<file path="src/rtl/cam_pwr_pkg.sv">
// Shared definitions for the camera power sequencer: state encoding, default
// timing values and the per-state pin levels.
package cam_pwr_pkg;

   typedef enum logic [2:0] {
      IDLE      = 3'd0,
      WAIT_LOCK = 3'd1,
      PWDN_HOLD = 3'd2,
      RST_HOLD  = 3'd3,
      SETTLE    = 3'd4,
      INIT      = 3'd5,
      RUN       = 3'd6
   } cam_state_e;

   localparam int T_LOCK_DEF   = 16;
   localparam int T_PWDN_DEF   = 1000;
   localparam int T_RST_DEF    = 1000;
   localparam int T_SETTLE_DEF = 20000;
   localparam int CNT_W_DEF    = 16;

   typedef struct packed {
      logic pwdn;
      logic reset_n;
      logic xclk_en;
   } cam_pins_t;

   // WAIT_LOCK shares the IDLE levels so a lock loss parks the camera safely.
   function automatic cam_pins_t pins_for(input cam_state_e st);
      cam_pins_t p;
      case (st)
         PWDN_HOLD: p = '{pwdn: 1'b1, reset_n: 1'b0, xclk_en: 1'b1};
         RST_HOLD:  p = '{pwdn: 1'b0, reset_n: 1'b0, xclk_en: 1'b1};
         SETTLE:    p = '{pwdn: 1'b0, reset_n: 1'b1, xclk_en: 1'b1};
         INIT:      p = '{pwdn: 1'b0, reset_n: 1'b1, xclk_en: 1'b1};
         RUN:       p = '{pwdn: 1'b0, reset_n: 1'b1, xclk_en: 1'b1};
         default:   p = '{pwdn: 1'b1, reset_n: 1'b0, xclk_en: 1'b0};
      endcase
      return p;
   endfunction

endpackage

</file>
<file path="src/rtl/lock_filt.sv">
// Consecutive-lock filter: locked rises on the T_LOCK_CYC-th consecutive
// cycle with lock_n low since the last clear.
module lock_filt
   import cam_pwr_pkg::*;
#(
   parameter int T_LOCK_CYC = T_LOCK_DEF,
   parameter int CNT_W      = CNT_W_DEF
) (
   input  logic clk,
   input  logic reset,
   input  logic clr,
   input  logic lock_n,
   output logic locked
);

   logic [CNT_W-1:0] cnt_r;
   logic             full_s;

   assign full_s = (cnt_r == CNT_W'(T_LOCK_CYC - 1));
   assign locked = full_s & ~lock_n;

   // Streak counter, saturating one short of the target so locked stays combinational.
   always_ff @(posedge clk) begin
      if (reset || clr || lock_n) begin
         cnt_r <= CNT_W'(0);
      end else if (!full_s) begin
         cnt_r <= cnt_r + CNT_W'(1);
      end else begin
         cnt_r <= cnt_r;
      end
   end

endmodule

</file>
<file path="src/rtl/cam_pwr_seq.sv">
// Camera power-up sequencer: waits for PLL lock, then walks power-down,
// reset and settle phases before requesting register initialisation.
module cam_pwr_seq
   import cam_pwr_pkg::*;
#(
   parameter int T_LOCK_CYC   = T_LOCK_DEF,
   parameter int T_PWDN_CYC   = T_PWDN_DEF,
   parameter int T_RST_CYC    = T_RST_DEF,
   parameter int T_SETTLE_CYC = T_SETTLE_DEF,
   parameter int CNT_W        = CNT_W_DEF
) (
   input  logic       clk,
   input  logic       reset,
   input  logic       pll_lock_n,
   input  logic       enable,
   input  logic       init_done,
   output logic       cam_pwdn,
   output logic       cam_reset_n,
   output logic       cam_xclk_en,
   output logic       init_req,
   output logic       ready,
   output logic       lock_err,
   output logic [2:0] state
);

   cam_state_e       state_r, state_nx_s;
   logic [CNT_W-1:0] timer_r, timer_nx_s;
   logic             lock_err_r, lock_err_nx_s;
   logic             locked_s, filt_clr_s, in_seq_s, timed_s, timer_hit_s;
   cam_pins_t        pins_nx_s;
   logic             cam_pwdn_r, cam_reset_n_r, cam_xclk_en_r, init_req_r, ready_r;

   assign filt_clr_s = (state_r != WAIT_LOCK);
   assign in_seq_s   = (state_r inside {PWDN_HOLD, RST_HOLD, SETTLE, INIT, RUN});

   lock_filt #(
      .T_LOCK_CYC (T_LOCK_CYC),
      .CNT_W      (CNT_W)
   ) u_lock_filt (
      .clk    (clk),
      .reset  (reset),
      .clr    (filt_clr_s),
      .lock_n (pll_lock_n),
      .locked (locked_s)
   );

   // Terminal-count decode for the timed states.
   always_comb begin
      timed_s     = 1'b1;
      timer_hit_s = 1'b0;
      case (state_r)
         PWDN_HOLD: timer_hit_s = (timer_r == CNT_W'(T_PWDN_CYC - 1));
         RST_HOLD:  timer_hit_s = (timer_r == CNT_W'(T_RST_CYC - 1));
         SETTLE:    timer_hit_s = (timer_r == CNT_W'(T_SETTLE_CYC - 1));
         default:   timed_s     = 1'b0;
      endcase
   end

   // Next-state logic; disable outranks lock loss, which outranks normal progress.
   always_comb begin
      state_nx_s    = state_r;
      lock_err_nx_s = lock_err_r;
      if (!enable) begin
         state_nx_s    = IDLE;
         lock_err_nx_s = 1'b0;
      end else if (in_seq_s && pll_lock_n) begin
         state_nx_s    = WAIT_LOCK;
         lock_err_nx_s = 1'b1;
      end else begin
         case (state_r)
            IDLE:      state_nx_s = WAIT_LOCK;
            WAIT_LOCK: state_nx_s = locked_s    ? PWDN_HOLD : WAIT_LOCK;
            PWDN_HOLD: state_nx_s = timer_hit_s ? RST_HOLD  : PWDN_HOLD;
            RST_HOLD:  state_nx_s = timer_hit_s ? SETTLE    : RST_HOLD;
            SETTLE:    state_nx_s = timer_hit_s ? INIT      : SETTLE;
            INIT:      state_nx_s = init_done   ? RUN       : INIT;
            RUN:       state_nx_s = RUN;
            default:   state_nx_s = IDLE;
         endcase
      end
   end

   // Timer restarts on every state change and only runs in timed states.
   always_comb begin
      if (state_nx_s != state_r) begin
         timer_nx_s = CNT_W'(0);
      end else if (timed_s) begin
         timer_nx_s = timer_r + CNT_W'(1);
      end else begin
         timer_nx_s = CNT_W'(0);
      end
      pins_nx_s = pins_for(state_nx_s);
   end

   // State, timer and output registers; outputs follow the next state so they align with state.
   always_ff @(posedge clk) begin
      if (reset) begin
         state_r       <= IDLE;
         timer_r       <= CNT_W'(0);
         lock_err_r    <= 1'b0;
         cam_pwdn_r    <= 1'b1;
         cam_reset_n_r <= 1'b0;
         cam_xclk_en_r <= 1'b0;
         init_req_r    <= 1'b0;
         ready_r       <= 1'b0;
      end else begin
         state_r       <= state_nx_s;
         timer_r       <= timer_nx_s;
         lock_err_r    <= lock_err_nx_s;
         cam_pwdn_r    <= pins_nx_s.pwdn;
         cam_reset_n_r <= pins_nx_s.reset_n;
         cam_xclk_en_r <= pins_nx_s.xclk_en;
         init_req_r    <= (state_nx_s == INIT) && (state_r != INIT);
         ready_r       <= (state_nx_s == RUN);
      end
   end

   assign cam_pwdn    = cam_pwdn_r;
   assign cam_reset_n = cam_reset_n_r;
   assign cam_xclk_en = cam_xclk_en_r;
   assign init_req    = init_req_r;
   assign ready       = ready_r;
   assign lock_err    = lock_err_r;
   assign state       = state_r;

endmodule

</file>
<file path="config.mk">
export PLATFORM = sky130hd
export DESIGN_NAME = cam_pwr_seq
export DESIGN_NICKNAME = d
export VERILOG_FILES = /design/src/rtl/cam_pwr_pkg.sv /design/src/rtl/lock_filt.sv /design/src/rtl/cam_pwr_seq.sv
export SDC_FILE = /design/constraint.sdc
export NUM_CORES = 1
export LEC_CHECK = 0
export BUFFER_PORTS_ARGS = -buffer_cell sky130_fd_sc_hd__buf_2
export CORE_ASPECT_RATIO = 1.25
export CORE_UTILIZATION = 40
export DETAILED_ROUTE_END_ITERATION = 8
export GPL_ROUTABILITY_DRIVEN = 1
export PLACE_DENSITY = 0.62
export SYNTH_ARGS = -nofsm -noshare
export SYNTH_HDL_FRONTEND = slang
export SYNTH_SLANG_ARGS = --single-unit
</file>
<file path="constraint.sdc">
create_clock -name clk -period 3.3 [get_ports clk]
set_input_delay 0.165 -clock clk [delete_from_list [all_inputs] [get_ports clk]]
set_output_delay 0.165 -clock clk [all_outputs]
set_load 0.02 [all_outputs]
</file>
==> results.ini <==
[global_route]
track_usage_pct = 16.80
antenna_found_initial = 0
gr-total-overflow = 0
grt_pass1_wl_um = 6734
grt_max_degree = 17
grt_pass1_vias = 1518

[floorplanning]
ios = 14
die_x_um = 64.42
start_util_pct = 41.50
die_h_um = 80.03
die_area_mm2 = 0.005155
num_rows = 28
fp.coreArea_mm2 = 0.004695

[setup_path]
crit_path_end_kind = flip-flop
worst-setup-path-type = flip-flop to flip-flop
path_buf_inv = 0
crit_required_ns = 3.46
slowest_delay_ns = 0.64
reg2reg_depth = 7
cp-startpoint = state[1]
reg2reg_from = state[1]
critPathArrivalTime_ns = 2.97
path_depth = 7
cp_cell_sequence = ha_1 > nor4b_1 > and4_4 > o2111ai_2 > a31oi_1 > a2111o_1 > nor2_1
cp_max_fo = 16
startpoint_type = flip-flop
crit_family = compound AO/OA/AOI/OAI gates
cp_slowest_cell = dfxtp_1

[timing]
grt_setup_unrepaired = false
setup_viol = 0
fin_crit_ns = 2.806
clock_skew_ns = 0.007273
max_slew_margin_pct = 64.44
fmax_mhz = 356.4
worst_pin_slew_ns = 0.5333
maxSlewViolCount = 0
final.period_utilization_pct = 85.03
report.final.hold_viol_count = 0
tns_ns = 0

[cells_and_area]
drive_gt1_share_pct = 11.79
final_nets = 253
area_growth_pct = 12.20
final_common_cell = dfxtp_1
diodes = 0
layout_common_cells = dfxtp_1 (41), nor2_1 (38), nand2_1 (18)

[run]
cap_violations = 0

[pwr]
ir_drop_mv = 0.2274
p_sw_mw = 0.1850
pwr-share-seq_pct = 53.1
pwr-share-clk_pct = 44.8
power.total_mw = 0.9340
power.internal_mw = 0.7490
power_density_mw_per_mm2 = 427.3
leakage_nw = 0.7345
combPwrFrac_pct = 2.1
switching_share_pct = 19.81

[synth]
synth-warning-count = 0
yosysUniqueCellTypes = 41
synth_ff_type = dfxtp_1
ys_seq_area_share_pct = 42.13
ys_async_sr_fraction_pct = 0
syn-mean-instance-area_um2 = 8.470
synth_area_mm2 = 0.001948
synthCells = 230
synth_edf_count = 0
synth_nets = 238
ys_seq_elements = 41

[clock_tree]
cts_sinks = 41
htree_levels = 2
post-cts-setup-buffer-count = 0
path_clk_slew_ns = 0.08
cts-root-buf = clkbuf_8
cts_buffers = 5
cts_tree = built
insertion_delay_ns = 0.29
cts_resized = 0
clockBufferDepth = 2
cts_hold_buf = 0

[detailed_routing]
detail-route-antenna-nets = 0
remaining_drc_errors = 0
first_pass_iters = 4
vias_per_cell = 5.314
route.vias.total = 1626
drt_iter0_drc = 99
wl_per_cell_um = 12.41
wirelength_um = 3797

[placement]
gp_congestion = 0.8775
port_buffers = 13
hpwl_um = 2715

[hold_path]
min_from = reset
hold_class = input pin to flip-flop
hold_depth = 3

[run_status]
status = complete, no violations

==> layout make-up <==
type	instances	area [um^2]
sequential	41	820.8
timing repair buffer	15	80.08
clock buffer	7	86.33
clock inverter	1	30.03
tap	60	75.07
fill	483	2509
multi-input combinational	175	1067
inverter	7	26.28
==> registers in the layout (all words and copies together) (netlist names) <==
name	flops
timer_r	16
state	3
cam_pwdn	1
cam_xclk_en	1
ready	1
u_lock_filt.cnt_r	16
init_req	1
lock_err	1
cam_reset_n	1
==> cell families after synthesis <==
family,Yosys count,synth area share (%)
buffers and inverters,14,3.083
AOI/OAI and AO/OA,37,11.82
muxes,1,0.5138
and+or+nand+nor,109,29.29
adders and majority gates,3,1.927
xor gates and xnor gates,25,11.24
DFF,41,42.13
==> cells in the mapped netlist (all sizes together), types with 4 or more instances <==
cell type,number,area (um^2)
nand2,18,67.56
nand3,12,60.06
xnor2,9,78.83
inv,7,26.28
a21oi,14,70.07
dfxtp,41,820.8
nor2,38,142.6
nand4,7,43.79
nor4,6,52.55
or3,6,37.54
nor3,4,20.02
clkbuf,5,18.77
o21ai,10,50.05
xor2,16,140.1
==> power groups by stage <==
stage	registers [mW]	logic, mW	clock network [mW]
after floorplan	0.509	0.0106	0
after global placement	0.508	0.0199	0
after detailed placement	0.508	0.0195	0
after CTS	0.496	0.0195	0.433
after global routing	0.496	0.0218	0.454
final	0.496	0.0195	0.419
==> worst min-delay path, stage by stage <==
cell     delay (ns)
buf_2          0.11
o21ai_0        0.08
nand2_1        0.06
==> routing by layer <==
metal	track usage [%]	routed length [um]	part of all wire (%)	vias to the layer above
met5	0	0	0	-
met4	6.667	88	2.3	0
met3	4.857	118	3.1	10
met2	27.58	1837	48	29
met1	20.44	1753	46	749
li1	-	-	-	838
==> per-stage QoR <==
step | std cells | setup slack (ns) | utilization [%] | cell area [um^2] | hold slack, ns
floorplan | 230 | 0.6791 | - | 1948 | 0.3079
global placement | 298 | 0.6272 | 44.08 | 2069 | 0.4362
detailed placement | 298 | 0.5000 | 44.08 | 2069 | 0.4545
CTS | 306 | 0.4917 | 46.56 | 2186 | 0.1452
global route | 306 | 0.1451 | 46.56 | 2186 | 0.1797
finish | 306 | 0.4941 | 46.56 | 2186 | 0.1535
==> path summary, 6_finish.rpt <==
check,to,slack (ns)
max reg2reg,timer_r[6],0.49
max,timer_r[6],0.49
min,cam_pwdn,0.15
min reg2reg,timer_r[0],0.46
Power figures use the tool's default switching activity.
